$ cat config.mk
export PLATFORM = sky130hd
export DESIGN_NAME = lms_sample_sequencer
export DESIGN_NICKNAME = d
export VERILOG_FILES = /design/src/rtl/lms_sample_sequencer.sv
export SDC_FILE = /design/constraint.sdc
export NUM_CORES = 1
export LEC_CHECK = 0
export ABC_AREA = 1
export CORE_MARGIN = 5
export CORE_UTILIZATION = 40
export CTS_BUF_LIST = sky130_fd_sc_hd__clkbuf_8
export DETAILED_ROUTE_END_ITERATION = 7
export DONT_BUFFER_PORTS = 1
export REMOVE_ABC_BUFFERS = 1
export SYNTH_ARGS = -nofsm -noshare
export SYNTH_HDL_FRONTEND = slang
export SYNTH_SLANG_ARGS = --single-unit
$ cat constraint.sdc
create_clock -name clk -period 2.3 [get_ports clk]
set_input_delay 0.23 -clock clk [delete_from_list [all_inputs] [get_ports clk]]
set_output_delay 0.23 -clock clk [all_outputs]
set_load 0.01 [all_outputs]
$ cat src/rtl/lms_sample_sequencer.sv
// Drives one (x, d) pair at a time through the LMS core and returns (y, e) on a valid/ready stream.
// Also keeps a WAIT watchdog, delivered/dropped counters and a windowed mean |e| monitor.
module lms_sample_sequencer #(
  parameter int WIDTH    = 16,
  parameter int TIMEOUT  = 64,
  parameter int WIN_LOG2 = 4
) (
  input  logic             clk,
  input  logic             rst,
  input  logic             s_valid,
  output logic             s_ready,
  input  logic [WIDTH-1:0] s_x,
  input  logic [WIDTH-1:0] s_d,
  output logic             core_start,
  output logic [WIDTH-1:0] core_x,
  output logic [WIDTH-1:0] core_d,
  input  logic             core_done,
  input  logic [WIDTH-1:0] core_y,
  input  logic [WIDTH-1:0] core_e,
  output logic             m_valid,
  input  logic             m_ready,
  output logic [WIDTH-1:0] m_y,
  output logic [WIDTH-1:0] m_e,
  output logic [31:0]      sample_count,
  output logic [15:0]      drop_count,
  output logic             timeout_flag,
  output logic [WIDTH-1:0] err_avg,
  output logic             err_avg_valid
);

  localparam int TW = $clog2(TIMEOUT) + 1;
  localparam int AW = WIDTH + WIN_LOG2;

  typedef enum logic [1:0] {IDLE, ISSUE, WAIT, OUTPUT} state_t;

  state_t              state, state_nxt;
  logic [TW-1:0]       timer;
  logic [AW-1:0]       acc;
  logic [AW-1:0]       acc_sum;
  logic [WIN_LOG2-1:0] win_cnt;
  logic [WIDTH-1:0]    abs_e;
  logic                accept;
  logic                done_hit;
  logic                timeout_hit;

  always_ff @(posedge clk) begin
    if (rst) state <= IDLE;
    else     state <= state_nxt;
  end

  always_comb begin
    state_nxt   = state;
    s_ready     = 1'b0;
    core_start  = 1'b0;
    m_valid     = 1'b0;
    done_hit    = 1'b0;
    timeout_hit = 1'b0;
    case (state)
      IDLE: begin
        s_ready = !rst;
        if (s_valid) state_nxt = ISSUE;
      end
      ISSUE: begin
        core_start = 1'b1;
        state_nxt  = WAIT;
      end
      WAIT: begin
        // A done landing on the last watchdog cycle still counts as a result.
        if (core_done) begin
          done_hit  = 1'b1;
          state_nxt = OUTPUT;
        end else if (timer == TW'(TIMEOUT - 1)) begin
          timeout_hit = 1'b1;
          state_nxt   = IDLE;
        end
      end
      OUTPUT: begin
        m_valid = 1'b1;
        if (m_ready) state_nxt = IDLE;
      end
      default: state_nxt = IDLE;
    endcase
  end

  assign accept  = s_valid && s_ready;
  // Two's-complement magnitude; the most negative value maps to 2^(WIDTH-1) unsigned.
  assign abs_e   = core_e[WIDTH-1] ? (~core_e + WIDTH'(1)) : core_e;
  assign acc_sum = acc + AW'(abs_e);

  always_ff @(posedge clk) begin
    if (rst) begin
      core_x        <= '0;
      core_d        <= '0;
      m_y           <= '0;
      m_e           <= '0;
      timer         <= '0;
      sample_count  <= '0;
      drop_count    <= '0;
      timeout_flag  <= 1'b0;
      acc           <= '0;
      win_cnt       <= '0;
      err_avg       <= '0;
      err_avg_valid <= 1'b0;
    end else begin
      err_avg_valid <= 1'b0;
      if (accept) begin
        core_x <= s_x;
        core_d <= s_d;
      end
      if (state == ISSUE)     timer <= '0;
      else if (state == WAIT) timer <= timer + 1'b1;
      if (done_hit) begin
        m_y <= core_y;
        m_e <= core_e;
        if (win_cnt == '1) begin
          err_avg       <= acc_sum[AW-1:WIN_LOG2];
          err_avg_valid <= 1'b1;
          acc           <= '0;
          win_cnt       <= '0;
        end else begin
          acc     <= acc_sum;
          win_cnt <= win_cnt + 1'b1;
        end
      end
      if (timeout_hit) begin
        timeout_flag <= 1'b1;
        if (drop_count != '1) drop_count <= drop_count + 1'b1;
      end
      if (m_valid && m_ready) sample_count <= sample_count + 1'b1;
    end
  end

endmodule

==> impl_metrics.csv, run 1 <==
group,metric,value,unit
status,outcome,"finished clean",
synthesis,synth.distinct_cells,43,
floorplanning,row_count,51,
critical_path,cp-startpoint,"core_e[1]",
detailed_routing,first_pass_iters,5,
critical_path,path_delay_family,"simple AND/OR/NAND/NOR gates",
synthesis,yosysTopAreaCell,"dfxtp_1",
timing,slew_headroom,46.0,%
global_route,gr-total-overflow,0,
run,drv_cap,0,
synthesis,synth_area_leaders,"dfxtp_1 (41%), nand2_1 (15%), nor2_1 (6.6%), a21oi_1 (5.5%), o21ai_0 (5.0%)",
clock_tree,cts_max_level,4,
critical_path,end_kind,"register",
clock_tree,cts_tree,"built",
timing,finClkSkew,17.0,ps
min_path,worstHoldPathCells,3,
floorplanning,die_w,152,um
power_and_ir_drop,ir_drop,0.000410,V
critical_path,rr_worst_depth,9,
cells_and_area,fin_nets,1350,
timing,period_minus_slack,2170,ps
detailed_routing,routedWlPerCell,15.2,um
timing,hold_ws,47.6,ps
min_path,min_to,"m_e[0]",
critical_path,path_max_fanout,4,
synthesis,synth-edff-count,0,
critical_path,critPathKind,"input port to register",
critical_path,cp-start-kind,"input port",
clock_tree,clk_pin_slew,100,ps
critical_path,cpMaxStageDelayCell,"ha_1",
cells_and_area,layout-drive-gt1-share,10.2,%
power_and_ir_drop,p_total,6.57,mW
timing,max_freq,461,MHz
synthesis,synth_common_cells,"nand2_1 (324), dfxtp_1 (163), nor2_1 (142)",
min_path,worstHoldStart,"core_e[0]",
place,hpwl,16300,um
clock_tree,root_buffer,"clkbuf_8",
synthesis,async_flop_share,0,%
clock_tree,cts_buffers,17,
detailed_routing,viasPerCell,4.98,
critical_path,r2r-end,"acc[6]",
synthesis,ys_warn_count,0,
synthesis,syn-cell-area,8050,um2
place,place_inst,1443,
critical_path,timing.rr.start,"acc[0]",
timing,worstMarginPinSlew,809,ps
clock_tree,cts_max_path_buffers,2,
cells_and_area,antenna_cells,0,
place,placed_area,8600,um2
power_and_ir_drop,power_density,676,nW/um2
floorplanning,die_height,152,um
global_route,grt_max_degree,69,
detailed_routing,drc,0,
floorplanning,start_util,40.9,%
global_route,grt_use_total,19.9,%
global_route,grt_pass1_wl,38200,um
timing,totalNegativeSetupSlack,0,ps
detailed_routing,drt_iter0_markers,452,
floorplanning,ios,202,
cells_and_area,final_area,9720,um2
synthesis,postSynthCellCount,1168,
power_and_ir_drop,p_leak,4.00,nW
cells_and_area,area_delta_synth_final,20.8,%
place,portBuffers,0,
critical_path,ff2ff_setup_slack,240,ps
timing,rsz0062_at_grt,"true",
critical_path,path_buf_inv,3,
timing,timing.final.crit_share,94.4,%
floorplanning,die_area,23000,um2
critical_path,crit_path_max_incr_delay,330,ps
timing,finalSetupViolCount,0,
floorplanning,core-area,19700,um2
global_route,grt_pass1_vias,7464,
timing,report.final.hold_viol_count,0,
min_path,hold_path_class,"input port to register",
detailed_routing,drt-total-wl,23400,um
synthesis,seq_area_frac_synth,40.6,%
clock_tree,clk_latency,450,ps
place,place_congestion,0.840,
critical_path,crit_required,2690,ps
synthesis,syn_area_per_cell,6.89,um2
detailed_routing,via_count,7650,
timing,drv_slew,0,
synthesis,ys_seq_elements,163,
clock_tree,numClockSinks,163,
critical_path,cp.arrival,2560,ps
synthesis,synth_flop_cell,"dfxtp_1",
synthesis,synth_most_common_cell,"nand2_1",
critical_path,cp_cell_sequence,"inv_1 > nand3_1 > nor2_4 > nand3_2 > nor3_2 > nand2_1 > nor4_2 > ha_1 > buf_4 > buf_4 > nand3_1 > nor2_1 > nor2_1 > nand2_1 > nand2_1 > nand3_1 > a21oi_1",
global_route,antenna_found_initial,0,
cells_and_area,final_cell_count_no_fill,1536,
detailed_routing,detail-route-antenna-nets,0,
synthesis,synth_top_area_share,40.6,%
[sequential cells by signal (all words and copies together) (netlist names)]
signal / cells
core_x: 16
state: 2
drop_count: 16
acc: 20
m_y: 16
timer: 7
win_cnt: 4
timeout_flag: 1
m_e: 16
sample_count: 32
core_d: 16
err_avg: 16
err_avg_valid: 1
[worst register-to-register path: stages (launching register included)]
cell     delay (ps)
dfxtp_1         330
ha_1            240
fa_1            470
nand3_1         120
nand3_1         110
buf_4           160
a21oi_1         200
xnor2_1         180
nand2_1          70
a21oi_1         120
[how the worst max path moves through the flow]
| stage | endpoint | slack [ps] | depth (start not counted) |
|---|---|---|---|
| finish | acc[16] | 130 | 17 |
| global placement | acc[19] | -480 | 17 |
| global route | acc[19] | -40 | 19 |
| floorplan | err_avg[7] | -270 | 8 |
| CTS | acc[10] | 20 | 16 |
| detailed placement | acc[19] | -520 | 16 |
[layout by cell type, fill, tap and decap left out, types with 4 or more instances in the layout]
| cell type | count |
|---|---|
| buf_4 | 47 |
| o21ai_1 | 9 |
| xnor2_1 | 13 |
| inv_8 | 4 |
| a21oi_1 | 82 |
| nor3_1 | 23 |
| o21ai_0 | 79 |
| or2_2 | 5 |
| nor3_2 | 5 |
| nand2_1 | 324 |
| ha_1 | 22 |
| nand3_2 | 4 |
| nand3_1 | 62 |
| inv_1 | 96 |
| nor2_2 | 10 |
| clkbuf_8 | 18 |
| nor2_1 | 134 |
| xor2_1 | 29 |
| a21oi_2 | 6 |
| inv_2 | 7 |
| clkinv_4 | 4 |
| nand3b_1 | 6 |
| dfxtp_1 | 163 |
| dlygate4sd3_1 | 58 |
| nand4_1 | 13 |
[final cells by class]
class	instances	area, um2
Fill cell	2002	9930
Multi-Input combinational cell	864	4340
Sequential cell	163	3260
Timing Repair Buffer	108	1000
Inverter	104	392
Tap cell	265	332
Clock buffer	18	248
Clock inverter	14	146
[cell families (layout without fill, tap and decap cells)]
group	count (synthesis)	after routing	synth area share [%]
buffers and inverters	141	244	6.92
DFF	163	163	40.6
AOI/OAI and AO/OA	192	192	12.5
adders and majority gates	23	23	3.67
xor gates and xnor gates	43	43	4.68
and+or+nand+nor	606	606	31.7
[where the power goes]
part | internal [mW] | switching, mW | leakage [nW]
registers | 3.05 | 0.255 | 1.32
logic | 0.457 | 0.709 | 2.48
clock network | 0.924 | 1.18 | 0.199
[routing by layer]
metal / routed length [um] / vias to the layer above / GRT usage [%]
met4: 408 / 0 / 5.95
met3: 1920 / 22 / 5.96
met2: 10100 / 241 / 31.2
met5: 0 / - / 0
met1: 10900 / 3438 / 26.5
li1: - / 3949 / -
[metrics by stage]
step	util, %	worst slack [ps]
floorplan	-	-271
global placement	43.8	-484
detailed placement	43.8	-521
finish	49.5	130
CTS	48.9	20.0
global route	49.5	-36.0
[timing repair]
item,CTS,global route
pin swaps,0,6
endpoints found under the hold margin,115,0
hold buffers,59,0
resized for setup,1,26
endpoints found under the setup margin,2,22
gates cloned,0,0
setup buffers,0,2
Note: power is estimated with default switching activity, not from simulation.
==> run 2, diff against run 1 <==
- SETUP_SLACK_MARGIN: unset -> 0.15
==> run 2 against run 1 <==
The run now ends with hold timing left; worst hold slack got worse by 210 ps; final area is 5.4% higher; first-iteration DRC count rose by 13%; core utilization increased by 2.7 points; flip-flop and latch count did not move; critical path type unchanged; critical endpoint is now acc[18].
==> impl_metrics.csv, run 2 (synthesized netlist as in run 1, its figures left out) <==
group,metric,value,unit
timing,timing.final.crit_share,91.8,%
critical_path,path_max_fanout,4,
critical_path,r2r-end,"sample_count[16]",
critical_path,rr_worst_depth,9,
detailed_routing,viasPerCell,5.03,
place,place_congestion,0.840,
power_and_ir_drop,ir_drop,0.000406,V
floorplanning,die_w,152,um
clock_tree,clk_pin_slew,100,ps
critical_path,end_kind,"register",
clock_tree,cts_max_path_buffers,2,
detailed_routing,detail-route-antenna-nets,0,
critical_path,ff2ff_setup_slack,310,ps
timing,drv_slew,0,
detailed_routing,first_pass_iters,5,
detailed_routing,via_count,7829,
clock_tree,clk_latency,450,ps
global_route,antenna_found_initial,0,
min_path,worstHoldPathCells,1,
place,portBuffers,0,
cells_and_area,antenna_cells,0,
clock_tree,cts_max_level,4,
place,dp_slack,-521,ps
global_route,grt_pass1_vias,7560,
place,place_inst,1443,
cells_and_area,layout_common_cells,"nand2_1 (306), dfxtp_1 (139), nor2_1 (125)",
global_route,grt_use_total,20.0,%
timing,fin_ws,188,ps
cells_and_area,num-fill-cells,1934,
global_route,grt_pass1_wl,38500,um
timing,max_freq,474,MHz
cells_and_area,largest-register,"sample_count",
min_path,worstHoldStart,"rst",
min_path,hold_path_class,"input port to register",
global_route,gr-total-overflow,0,
cells_and_area,largestRegisters,"sample_count x32, acc x20",
floorplanning,core-area,19700,um2
place,hpwl,16300,um
global_route,grt_max_degree,69,
detailed_routing,drc,0,
floorplanning,row_count,51,
cells_and_area,area_delta_synth_final,27.3,%
timing,hold_ws,-164,ps
status,outcome,"finished, violations left",
critical_path,crit_required,2660,ps
detailed_routing,drt-total-wl,23900,um
status,violations,"hold timing",
detailed_routing,routedWlPerCell,15.4,um
run,drv_cap,0,
timing,rsz0062_at_grt,"true",
critical_path,timing.rr.start,"sample_count[0]",
critical_path,cp-start-kind,"input port",
cells_and_area,final_common_cell,"nand2_1",
power_and_ir_drop,power_density,647,nW/um2
clock_tree,cts_tree,"built",
clock_tree,cts_buffers,17,
min_path,min_to,"drop_count[6]",
cells_and_area,fin_nets,1369,
clock_tree,numClockSinks,163,
timing,worstMarginPinSlew,803,ps
floorplanning,ios,202,
floorplanning,start_util,40.9,%
timing,period_minus_slack,2110,ps
detailed_routing,drt_iter0_markers,510,
floorplanning,die_area,23000,um2
critical_path,critPathKind,"input port to register",
cells_and_area,final_cell_count_no_fill,1555,
floorplanning,die_height,152,um
cells_and_area,largest_register_ffs,32,
timing,slew_headroom,46.4,%
clock_tree,root_buffer,"clkbuf_8",
timing,finClkSkew,15.7,ps
critical_path,cp.arrival,2470,ps
timing,totalNegativeSetupSlack,0,ps
timing,report.final.hold_viol_count,43,
cells_and_area,layout-drive-gt1-share,16.3,%
timing,finalSetupViolCount,0,
power_and_ir_drop,p_leak,4.24,nW
==> run 2: cell types whose count changed in the layout (fill, tap and decap cells not counted), sizes merged <==
cell	delta
dlygate4sd3	+18
buf	+1
clkinv	+1
inv	-1
==> run 2: layer usage <==
layer	vias up	track usage, %	routed length (um)
met2	242	31.3	10600
li1	3990	-	-
met1	3570	26.6	11000
met3	27	5.88	1830
met5	-	0	0
met4	0	6.29	460
==> run 2: critical path, cell delays in order <==
cell and delay [ps]:
clkinv_16 30, ha_4 130, inv_4 40, nor3_4 200, nand3_2 140, nor2_4 160
nand3_2 110, o21ai_2 170, xnor2_1 100, ha_1 380, buf_6 130, nand2_4 50
nor2_4 130, and2_4 170, nand2_4 60, nand2_2 60, nand2_2 60, nand3_2 70
a21oi_2 50
==> run 2: how the worst max path moves through the flow <==
stage,start,endpoint,slack [ps],cells past startpoint
after detailed placement,core_e[1],acc[19],-520,16
final,core_e[1],acc[18],190,19
after global routing,core_e[1],err_avg[14],10,19
after global placement,core_e[1],acc[19],-480,17
after CTS,core_e[1],acc[19],150,17
after floorplan,state[1],err_avg[7],-270,8
==> run 2: final cells by class <==
| class | count | area, um2 | share of cell area, % |
|---|---|---|---|
| multi-input cells | 864 | 4600 | 44.9 |
| flip-flops and latches | 163 | 3300 | 32.2 |
| repair buffers | 127 | 1180 | 11.5 |
| inverters | 104 | 434 | 4.24 |
| well taps | 265 | 332 | 3.24 |
| clock buffers | 18 | 248 | 2.42 |
| clock inverters | 14 | 146 | 1.43 |
==> run 2: timing repair <==
action / CTS / global route
resized for setup: 5 / 138
pin swaps: 0 / 42
endpoints found under the hold margin: 115 / 46
cloned: 0 / 0
endpoints found under the setup margin: 21 / 36
hold buffers: 73 / 3
buffers inserted: 0 / 4
==> run 2: power breakdown <==
part	switching [mW]	internal [mW]	total [mW]
sequential	0.259	3.05	3.31
combinational	0.728	0.493	1.22
clock	1.18	0.923	2.10
==> run 2: through the flow <==
step	power (mW)	area, um2	utilization (%)
after global placement	4.39	8600	43.8
after global routing	7.01	10200	52.1
after CTS	6.62	9750	49.6
after detailed placement	4.40	8600	43.8
after floorplan	3.99	7880	-
final	6.63	10200	52.1
